<file path="src/rtl/down_timer.sv">
// Loadable down-counting interval timer: load a value, start, count to zero,
// pulse o_done on expiry, optionally reload and keep running as a periodic tick.
module down_timer #(
   parameter int WIDTH = 8
) (
   input  logic             i_clk,
   input  logic             i_sclear,
   input  logic             i_load,
   input  logic [WIDTH-1:0] i_data,
   input  logic             i_start,
   input  logic             i_pause,
   input  logic             i_reload_en,
   output logic [WIDTH-1:0] o_counter,
   output logic             o_busy,
   output logic             o_done,
   output logic             o_zero
);

   typedef enum logic {IDLE, RUN} state_t;

   state_t           state_q, state_d;
   logic [WIDTH-1:0] cnt_q, cnt_d;
   logic [WIDTH-1:0] reload_q, reload_d;
   logic             done_q, done_d;

   always_ff @(posedge i_clk) begin
      if (i_sclear) begin
         state_q  <= IDLE;
         cnt_q    <= '0;
         reload_q <= '0;
         done_q   <= 1'b0;
      end else begin
         state_q  <= state_d;
         cnt_q    <= cnt_d;
         reload_q <= reload_d;
         done_q   <= done_d;
      end
   end

   always_comb begin
      state_d  = state_q;
      cnt_d    = cnt_q;
      reload_d = reload_q;
      done_d   = 1'b0;
      if (i_load) begin
         cnt_d    = i_data;
         reload_d = i_data;
         state_d  = IDLE;
      end else begin
         case (state_q)
            IDLE: begin
               if (i_start && cnt_q != '0) state_d = RUN;
            end
            RUN: begin
               if (!i_pause) begin
                  if (cnt_q > WIDTH'(1)) begin
                     cnt_d = cnt_q - WIDTH'(1);
                  end else if (cnt_q == WIDTH'(1)) begin
                     done_d = 1'b1;
                     if (i_reload_en) begin
                        cnt_d = reload_q;
                     end else begin
                        cnt_d   = '0;
                        state_d = IDLE;
                     end
                  end else begin
                     // Unreachable in normal use; never let a zero count wrap.
                     state_d = IDLE;
                  end
               end
            end
            default: state_d = IDLE;
         endcase
      end
   end

   assign o_counter = cnt_q;
   assign o_busy    = (state_q == RUN);
   assign o_done    = done_q;
   assign o_zero    = (cnt_q == '0);

endmodule

</file>
<file path="config.mk">
export PLATFORM = sky130hd
export DESIGN_NAME = down_timer
export DESIGN_NICKNAME = d
export VERILOG_FILES = /design/src/rtl/down_timer.sv
export SDC_FILE = /design/constraint.sdc
export NUM_CORES = 1
export LEC_CHECK = 0
export ABC_CLOCK_PERIOD_IN_PS = 4530
export CAP_MARGIN = 0
export CORE_MARGIN = 2
export CORE_UTILIZATION = 48
export DETAILED_ROUTE_END_ITERATION = 7
export MAX_ROUTING_LAYER = met4
export PLACE_DENSITY = 0.87
export SLEW_MARGIN = 40
export SYNTH_ARGS = -nofsm -noshare
export SYNTH_HDL_FRONTEND = slang
export SYNTH_SLANG_ARGS = --single-unit
</file>
<file path="constraint.sdc">
create_clock -name i_clk -period 4.53 [get_ports i_clk]
set_input_delay 0.906 -clock i_clk [delete_from_list [all_inputs] [get_ports i_clk]]
set_output_delay 0.906 -clock i_clk [all_outputs]
set_load 0.01 [all_outputs]
</file>
; ---- Yosys cells after proc, flatten, opt, wreduce, memory -nomap -nowiden
; Cells that the tools add are included.
[classes]
addsub = 1
magnitude_cmp = 1
eq_ne = 2
mux = 13
bitwise_logic = 1
reduce_logical = 8
[ops]
columns = operator, count
row1 = $mux W8, 6
row2 = $eq A8 B1 Y1 const B, 1
row3 = $gt A8 B1 Y1 const B, 1
row4 = $logic_not A8 Y1, 1
row5 = $reduce_bool A8 Y1, 1
row6 = $sub A8 B1 Y8 const B, 1
row7 = $mux W1, 6
row8 = $reduce_or A5 Y1, 1
row9 = $reduce_and A3 Y1, 1
row10 = $reduce_bool A3 Y1, 1
row11 = $ne A2 B2 Y1 const B, 1
row12 = $pmux W1 S2, 1
row13 = $reduce_bool A2 Y1, 1
row14 = $reduce_or A2 Y1, 1
row15 = $logic_and A1 B1 Y1, 1
row16 = $not A1 Y1, 1
[totals]
register_bits = 18
in_bits = 14
wordCells = 30

; ---- Longest topological paths before layout
[logic_depth]
word_depth = 6
depth_mapped = 7

; ---- Worst setup path before layout
; Ideal clock, no wire load.
[synth_path]
path_type = register to output
start = register cnt_q[6] (netlist: o_counter[6])
end = output port o_zero
t_arrival_ps = 1055
t_required_ps = 3624
slack_ps = 2569
stages_incl_launch_ff = 5
path_buffers = 1
cell_sequence = dfxtp_1 > clkbuf_2 > nor4_4 > nand3_1 > inv_1
[synth_via]
elab_chain_cells = 1
[synth_lines]
columns = item, line_no
row1 = from (decl), 22  ; logic [WIDTH-1:0] cnt_q, cnt_d;
row2 = from (signal assigned), 34  ; cnt_q <= cnt_d;
row3 = $logic_not A8 Y1, 80  ; assign o_zero = (cnt_q == '0);
row4 = to (decl), 16  ; output logic o_zero
; Every way passes these cells.

; ---- Worst setup path in the final report
; Same ends and word-level chain as after synthesis.

==> impl_metrics.json <==
{
  "drive_above_1_share_pct": 10.6,
  "portBuffers": 24,
  "drt_iter0_drc": 41,
  "nets": 169,
  "avgSynthCellArea_um2": 8.35,
  "synthTopCellsByCount": "dfxtp_1, nand2_1, a21oi_1, inv_1, nor2_1",
  "cts_setup_buffers": 0,
  "clkSinkCount": 18,
  "netlist_top_cells_area": "dfxtp_1, a21oi_1, nand2_1",
  "path_buf_inv": 2,
  "cts_resized": 0,
  "syn-num-nets": 148,
  "ys_ff_latch": 18,
  "slew_viol_final": 0,
  "clkSlewWorstSetupHoldPaths_ps": 110,
  "row_count": 17,
  "max_slew.worst_pin.slew_ps": 704,
  "synth.top_cell.area_share_pct": 33.0,
  "wirelength_mm": 2.94,
  "ys_async_sr_fraction_pct": 0,
  "seq_area_frac_synth_pct": 33.0,
  "die-area_um2": 2680,
  "cp_data_arrival_time_ps": 1880,
  "die_w_um": 51.7,
  "synth_area_leader_cell": "dfxtp_1",
  "hold_viol": 0,
  "hp-class": "flop to flop",
  "drv_cap": 0,
  "cp-end-kind": "output pin",
  "leakagePower_nw": 0.484,
  "syn_area_um2": 1090,
  "min_period_ps": 2780,
  "synth_edf_count": 0,
  "cp_top_family": "buffers and inverters",
  "worst-endpoint-required_ps": 3620,
  "rsz0062_at_grt": "no",
  "grt_overflow": 0,
  "setup_violations": 0,
  "synth_cell_type_count": 40,
  "postSynthCellCount": 131,
  "yosysMostFrequentCell": "dfxtp_1",
  "grt_first_pass_wirelength_mm": 5.02,
  "cellPowerDensity_nw_per_um2": 290,
  "wl_per_cell_um": 16.4,
  "gp_congestion": 0.930,
  "antenna_cells": 0,
  "cts_root_buf": "clkbuf_4",
  "drtPass1Iterations": 4,
  "status": "completed",
  "grt_pass1_vias": 1080,
  "fmax_mhz": 359,
  "clock_latency_ps": 300,
  "crit_fanout": 9,
  "cpPeakStageDelay_ps": 520,
  "dp_cells": 175,
  "antenna_found_initial": 0,
  "critPathLaunchType": "flop",
  "synth_flop_cell": "dfxtp_1",
  "crit_chain": "nor4_4 > nand3_1 > inv_1 > clkdlybuf4s50_1",
  "cts_made_buffers": 3,
  "drc": 0,
  "vias": 1134,
  "via_per_inst": 6.34,
  "fin_util_pct": 62.0,
  "h-tree-depth": 1,
  "crit_path_top_delay_cell": "clkdlybuf4s50_1",
  "critical_path_class": "flop to output pin",
  "fin_setup_tns_ps": 0,
  "finalClockSkew_ps": 2.48,
  "fp.dieH_um": 51.7,
  "slew_headroom_pct": 53.0,
  "final_cells": 179,
  "coreArea_um2": 2190,
  "clock_path_buffers": 2,
  "area_delta_synth_final_pct": 24.3,
  "grt_use_total_pct": 26.1,
  "start_util_pct": 49.9,
  "synth_warnings": 0,
  "hold_buffers": 0,
  "vdd_ir_drop_max_v": 0.000196,
  "ios": 25,
  "ant_nets": 0,
  "cts_tree": "done",
  "min_period_over_period_pct": 61.5,
  "dp_hpwl_mm": 2.13,
  "grt_max_degree": 19
}
[layer usage]
metal | vias to the layer above | global-route usage [%] | part of all wire (%)
li1 | 529 | - | -
met1 | 537 | 32.3 | 43
met2 | 60 | 39.7 | 47
met3 | 8 | 6.32 | 8.3
met4 | 0 | 12.7 | 2.1
met5 | - | - | 0
[registers in the layout (all words and copies together), names as in the netlist]
register and count:
o_counter 8, reload_q 8, o_busy 1, o_done 1
[power breakdown]
part	internal (W)	leakage, nW	switching [W]
clock	0.0000490	0.0210	0.0000528
combinational	0.0000507	0.315	0.0000586
sequential	0.000168	0.149	0.0000151
[metrics by stage]
stage | hold slack, ps | worst slack, ps | cell area (um^2) | total power [W]
finish | 473 | 1750 | 1360 | 0.000394
global route | 498 | 1610 | 1360 | 0.000415
CTS | 476 | 1760 | 1360 | 0.000394
detailed placement | 458 | 1850 | 1320 | 0.000294
global placement | 454 | 1820 | 1320 | 0.000292
floorplan | 446 | 2570 | 1090 | 0.000255
[final cells by class]
class / count / area, um^2
flip-flops and latches: 18 / 360
well taps: 28 / 35.0
repair buffers: 24 / 240
fillers: 210 / 832
inverters: 9 / 33.8
multi-input cells: 96 / 653
clock buffers: 4 / 36.3
[path summary, 6_finish.rpt]
path                     start      endpoint  slack, ps  cells past startpoint
setup / recovery  o_counter[6]        o_zero       1750                      4
hold / removal     reload_q[5]   reload_q[5]        470                      2
setup reg to reg  o_counter[0]  o_counter[3]       2440                      6
hold reg to reg    reload_q[5]   reload_q[5]        470                      2
[tightest hold or removal path: stages, from the launching register on]
cell     delay [ps]
dfxtp_1         330
nand2_1          60
a21oi_1          50
[cell families (layout without fill, tap and decap cells)]
kind of cell,Yosys count,in the layout,share of synthesized area (%)
AOI/OAI and AO/OA,43,43,29.2
xor gates and xnor gates,1,1,0.801
adders and majority gates,3,3,3.43
buffers and inverters,17,37,7.32
DFF,18,18,33.0
muxes,3,3,2.75
and+or+nand+nor,46,46,23.6
[layout by cell type (no fill, tap or decap), types with 2 or more instances in the layout]
cell type         n
clkbuf_4          3
a31oi_1           3
nand2b_1          2
nor4_1            5
clkdlybuf4s50_1  24
dfxtp_1          18
mux2i_1           3
o22ai_1           4
a21oi_1          13
inv_1             9
or2_2             4
nor2_1            8
nand3_1           4
a311oi_1          4
nand2_1          16
o21ai_0           5
a211oi_1          2
ha_1              3
Power figures use the tool's default switching activity.
